==> config.mk <==
export PLATFORM = sky130hd
export DESIGN_NAME = pio32_h2f
export DESIGN_NICKNAME = d
export VERILOG_FILES = /design/src/rtl/pio32_h2f.sv
export SDC_FILE = /design/constraint.sdc
export NUM_CORES = 1
export LEC_CHECK = 0
export CAP_MARGIN = 20
export CORE_UTILIZATION = 28
export CTS_CLUSTER_DIAMETER = 200
export DETAILED_ROUTE_END_ITERATION = 10
export SYNTH_ARGS = -nofsm -noshare
export SYNTH_HDL_FRONTEND = slang
export SYNTH_SLANG_ARGS = --single-unit
==> constraint.sdc <==
create_clock -name clk -period 2.6 [get_ports clk]
set_input_delay 0.52 -clock clk [delete_from_list [all_inputs] [get_ports clk]]
set_output_delay 0.52 -clock clk [all_outputs]
set_load 0.02 [all_outputs]
==> src/rtl/pio32_h2f.sv <==
// pio32_h2f: host-to-fabric 32-bit PIO FIFO with first-word fall-through.
//
// The host pushes words with a single-cycle write strobe. The fabric
// consumes the head word through a valid/ready handshake. A push is
// accepted when the FIFO is not full, or when a pop frees an entry in
// the same cycle. A write that cannot be accepted is dropped and sets a
// sticky overflow flag. That flag clears on overflow_clr_in, unless a
// new drop happens in the same cycle.
//
// Ports:
//   clk              single clock, rising edge
//   rst              synchronous active-high reset
//   write_en_in      host write strobe
//   write_data_in    host write data
//   write_ack_out    registered pulse, one cycle after each accepted write
//   read_data_out    head-of-FIFO word (zero while empty)
//   read_valid_out   head word present
//   read_ready_in    fabric takes the head word when valid
//   count_out        current occupancy
//   full_out         count_out == DEPTH
//   overflow_out     sticky: a write was dropped
//   overflow_clr_in  clears overflow_out
module pio32_h2f #(
  parameter int unsigned DEPTH = 4
) (
  input  logic                         clk,
  input  logic                         rst,
  input  logic                         write_en_in,
  input  logic [31:0]                  write_data_in,
  output logic                         write_ack_out,
  output logic [31:0]                  read_data_out,
  output logic                         read_valid_out,
  input  logic                         read_ready_in,
  output logic [$clog2(DEPTH+1)-1:0]   count_out,
  output logic                         full_out,
  output logic                         overflow_out,
  input  logic                         overflow_clr_in
);

  localparam int unsigned PW = $clog2(DEPTH);
  localparam int unsigned CW = $clog2(DEPTH+1);

  logic [31:0]   mem [DEPTH];
  logic [PW-1:0] wr_ptr;
  logic [PW-1:0] rd_ptr;
  logic [CW-1:0] count;
  logic          ack_q;
  logic          ovf_q;

  logic          pop;
  logic          push;
  logic          drop;

  // Status is decoded from the registered count only.
  always_comb begin
    read_valid_out = (count != '0);
    full_out       = (count == CW'(DEPTH));
    count_out      = count;
    write_ack_out  = ack_q;
    overflow_out   = ovf_q;
  end

  // A pop in the same cycle frees a slot, so a write into a full FIFO is
  // still accepted when the consumer is taking the head word.
  always_comb begin
    pop  = read_valid_out && read_ready_in;
    push = write_en_in && (!full_out || pop);
    drop = write_en_in && full_out && !pop;
  end

  // The storage array itself is not reset; the output mux below keeps
  // stale contents hidden while the FIFO is empty.
  always_comb begin
    read_data_out = '0;
    if (read_valid_out) begin
      read_data_out = mem[rd_ptr];
    end
  end

  always_ff @(posedge clk) begin
    if (!rst && push) begin
      mem[wr_ptr] <= write_data_in;
    end
  end

  always_ff @(posedge clk) begin
    if (rst) begin
      wr_ptr <= '0;
      rd_ptr <= '0;
      count  <= '0;
      ack_q  <= 1'b0;
      ovf_q  <= 1'b0;
    end else begin
      // DEPTH is a power of two, so the natural pointer wrap is DEPTH-1 -> 0.
      if (push) begin
        wr_ptr <= wr_ptr + PW'(1);
      end
      if (pop) begin
        rd_ptr <= rd_ptr + PW'(1);
      end
      if (push && !pop) begin
        count <= count + CW'(1);
      end else if (pop && !push) begin
        count <= count - CW'(1);
      end
      ack_q <= push;
      // A new drop takes priority over the clear request.
      if (drop) begin
        ovf_q <= 1'b1;
      end else if (overflow_clr_in) begin
        ovf_q <= 1'b0;
      end
    end
  end

endmodule

---- After elaboration in Yosys (flattened, before gate mapping) ----
Memories as Yosys holds them, arrays and structs flattened. A register that Yosys moved wholly into a read port is not among the register bits.
Cells that the tools add are included.
storage, ports and cells
  input port bits ......................... 37
  word-level logic and storage cells ...... 35
  memories kept ........................... 1
  bits in writable memories ............... 128
  register bits after elaboration ......... 9
  output and inout bits ................... 39
memory list
  memory  words  bits a word  rd ports  clocked after memory_dff  wr ports  RTL line  RTL
  mem     4      32           1         1                         1         43        logic [31:0] mem [DEPTH];
operators by class
  reductions and logical operators ........ 15
  equal/unequal tests ..................... 1
  multiplexer cells ....................... 9
  $add $sub $neg .......................... 4
operators by type and width
  kind                   count
  $mux W32               1
  $logic_and A1 B1 Y1    7
  $mux W3                2
  $add A2 B1 Y2 const B  2
  $logic_not A1 Y1       4
  $mux W1                4
  $mux W2                2
  $reduce_bool A2 Y1     2
  $add A3 B1 Y3 const B  1
  $eq A3 B3 Y1 const B   1
  $reduce_bool A3 Y1     1
  $sub A3 B1 Y3 const B  1
  $logic_or A1 B1 Y1     1

---- Longest topological paths before layout ----
  depth after elaboration ................. 8
  mapped depth ............................ 8
  gate-level depth less buffers ........... 8

---- Least setup slack after synthesis ----
Ideal clock, no wire load.
  kind .................................... reg-to-reg
  start point ............................. register count[0] (netlist: count_out[0])
  end point ............................... memory mem[0][0] (enable)
  period minus slack after synthesis ...... 2.269 ns
  path slack .............................. 0.331 ns
  data required time ...................... 2.208 ns
  arrival time ............................ 1.877 ns
  buffers on the path ..................... 0
  cell stages (with the launch flop) ...... 4
  library setup time ...................... 0.392 ns
  cell sequence ........................... dfxtp_1 -> nor3b_4 -> a211oi_2 -> and2_1
between the ends
  longest elaborated chain between the ends .. 7
  elaborated cells on any way between the ends .. 9
  those cells by class .................... eq/ne (1); mux (2); reduce/logical (6)
RTL lines
  element                        RTL line  RTL
  from (decl)                    46        logic [CW-1:0] count;
  from (signal assigned)         102       count <= count + CW'(1);
  from (signal assigned)         104       count <= count - CW'(1);
  $eq A3 B3 Y1                   57        full_out = (count == CW'(DEPTH));
  via full_out                   35        output logic full_out,
  $logic_not A1 Y1               67        push = write_en_in && (!full_out || pop);
  $logic_or A1 B1 Y1             67
  $logic_and A1 B1 Y1            67
  $logic_and A1 B1 Y1            81        if (!rst && push) begin
  $mux W1                        81
  $mux W1 (not written as such)  82        mem[wr_ptr] <= write_data_in;
  to (decl)                      43
The timed path passes the listed nets, and every way through them passes these cells.

==> impl_metrics.toml <==
[outcome]
status = "completed"

[route]
initialDrtViolationCount = 88
routed_wl_um = 10300
first_pass_iters = 4
avgRoutedWirePerCell_um = 16.3
ant_nets = 0
drc = 0
dr_total_vias = 2694
routed_via_density = 4.26

[power_and_ir_drop]
irDropWorstVdd_mv = 0.476
power.density_nw_per_um2 = 1030
power.leakage_nw = 2.46

[place]
post_dp_cell_area_um2 = 6680
post-place-ws_ns = 0.0565
io_buffers = 75
place_congestion = 0.694
dpl.hpwl_um = 6200

[critical_path]
crit_required_ns = 2.08
worst-path-max-fanout = 9
cp-start-kind = "register"
crit_type = "reg2out"
crit_path_end_kind = "primary output"
worstReg2RegStart = "count_out[1]"
crit_arrival_ns = 1.99

[floorplan]
fp.dieW_um = 142
ioPinCount = 76
fp.dieH_um = 142
die-area_um2 = 20000
core_area_um2 = 18900
core.rowCount = 50
initial_core_util = 0.289

[synth]
syn-instance-count = 259
synth_flop_cell = "edfxtp_1"
synthArstFlopShare = 0
synth_top_area_frac = 0.705
synth_edf_count = 128
syn_area_um2 = 5450
yosysSeqAreaShare = 0.745
synth_top_area_cell = "edfxtp_1"
syn_avg_cell_area_um2 = 21.0
synth.distinct_cells = 29
syn-num-nets = 302
synth_area_leaders = "edfxtp_1 (71%), mux4_2 (13%), dfxtp_1 (4.0%), nor2b_1 (3.3%), ha_1 (1.1%)"
ys_ff_latch = 139
yosys_warnings = 0

[timing]
rsz0062_at_grt = "no"
tightestPinTransition_ns = 0.422
post-route-period-util = 0.964
finalMaxSlewViolations = 0
finalSetupTns_ns = 0
setup_slack_ns = 0.0942
slew_headroom = 0.718
setup_viol = 0
period_needed_ns = 2.51
hold_violations = 0
fmax_ghz = 0.399
finClkSkew_ns = 0.00808
whs_ns = 0.480

[layout]
antennaDiodeCount = 0
final_area_um2 = 7310
fin_nets = 403
synthToLayoutAreaGrowth_pct = 34.2
fin_util = 0.387
layout-drive-gt1-share = 0.250

[cts]
cts-root-buf = "clkbuf_16"
cts_hold_buf = 0
numCtsBuffers = 17
cts.sink_count = 139
h-tree-depth = 4
cts_tree = "yes"
cts_buffer_depth = 2
cts_setup_buffers = 0
path_clk_slew_ns = 0.06
worstSkewPairLatency_ns = 0.41

[global_route]
gr-usage-all-layers = 0.111
antenna_found_initial = 0
grt_max_degree = 36
grt_overflow_total = 0
grt_pass1_wl_um = 16200
first_global_vias = 2942

[hold_path]
min_from = "rd_ptr[1]"
hold_path.class = "reg2reg"

[flow_run]
cap_viol_max_count = 0
==> critical path, stage by stage, from the launching register on <==
cell and delay (ns):
dfxtp_4 0.43, clkbuf_16 0.20, mux4_2 0.48, nor2b_1 0.14, dlygate4sd2_1 0.32
==> routing by layer <==
layer  up-vias  share of wire  global-route usage
met5         -              0                   0
met4         0          0.012              0.0424
met3         9          0.048              0.0371
met2        63           0.50               0.185
met1      1401           0.44               0.132
li1       1221              -                   -
==> synthesized netlist by cell type, types with 2 or more instances <==
master and n:
edfxtp_1 128, buf_12 3, a21oi_1 2, ha_1 5, clkbuf_1 3, mux2i_1 2
nor2b_1 29, or3_1 2, buf_2 4, mux4_2 32, and2_1 4, nand2b_1 2
xor2_1 3, nor2_1 7, dfxtp_1 11, nor2b_4 3, o21ai_0 2, inv_1 6
==> report_power, final <==
| part | total (mW) | internal, mW | switching (mW) |
|---|---|---|---|
| logic | 2.39 | 1.16 | 1.24 |
| clock network | 2.44 | 1.59 | 0.852 |
| registers | 2.71 | 2.59 | 0.116 |
| total | 7.54 | 5.33 | 2.21 |
==> final cells by class <==
cell class / instances / area (um^2)
Clock inverter: 13 / 176
Inverter: 7 / 26.3
Clock buffer: 18 / 429
Timing Repair Buffer: 93 / 1020
Fill cell: 1761 / 11600
Tap cell: 260 / 325
Sequential cell: 139 / 4070
Multi-Input combinational cell: 102 / 1270
==> state kept, by name (all words and copies together) (netlist names), named ones only <==
register / cells
write_ack_out: 1
mem: 128
rd_ptr: 2
overflow_out: 1
wr_ptr: 2
count_out: 3
==> logic make-up after synthesis <==
| group | Yosys count | synth area share |
|---|---|---|
| xor+xnor | 3 | 0.00482 |
| compound gates | 8 | 0.0115 |
| buf+inv | 18 | 0.0236 |
| fa+ha+maj | 6 | 0.0151 |
| flops | 139 | 0.745 |
| simple gates | 50 | 0.0608 |
| mux | 35 | 0.139 |
==> worst paths after layout <==
check / endpoint / slack (ns) / cells past startpoint
max: read_data_out[18] / 0.09 / 4
min: register / 0.48 / 2
max reg2reg: count_out[2] / 0.41 / 8
min reg2reg: register / 0.48 / 2
==> what timing repair did <==
item | CTS | global route
resized for setup | 32 | 10
gates cloned | 0 | 2
endpoints found under the hold margin | 0 | 0
setup endpoints to repair | 32 | 6
==> stage by stage <==
stage | cells | power [mW]
after floorplan | 259 | 4.25
after global placement | 599 | 5.33
after detailed placement | 599 | 5.33
after CTS | 630 | 7.57
after global routing | 632 | 7.92
final | 632 | 7.54
==> cells in the final DEF (no fill, tap or decap), drive strengths merged <==
master and n:
clkinv 6, dfxtp 11, edfxtp 128, mux4 32, inv 7, mux2i 2, nor3 1, dlygate4sd2 23
a32oi 1, nor3b 1, nor2b 32, nand2b 2, a21oi 3, nor2 7, bufinv 4, clkdlybuf4s50 43
or3 2, ha 5, fa 1, a211oi 1, o31ai 1, mux2 1, clkinvlp 3, xor2 3
clkdlybuf4s15 9, o21ai 2, and2 4, clkbuf 20, nand2 1, buf 16
(Power assumes the default switching activity.)
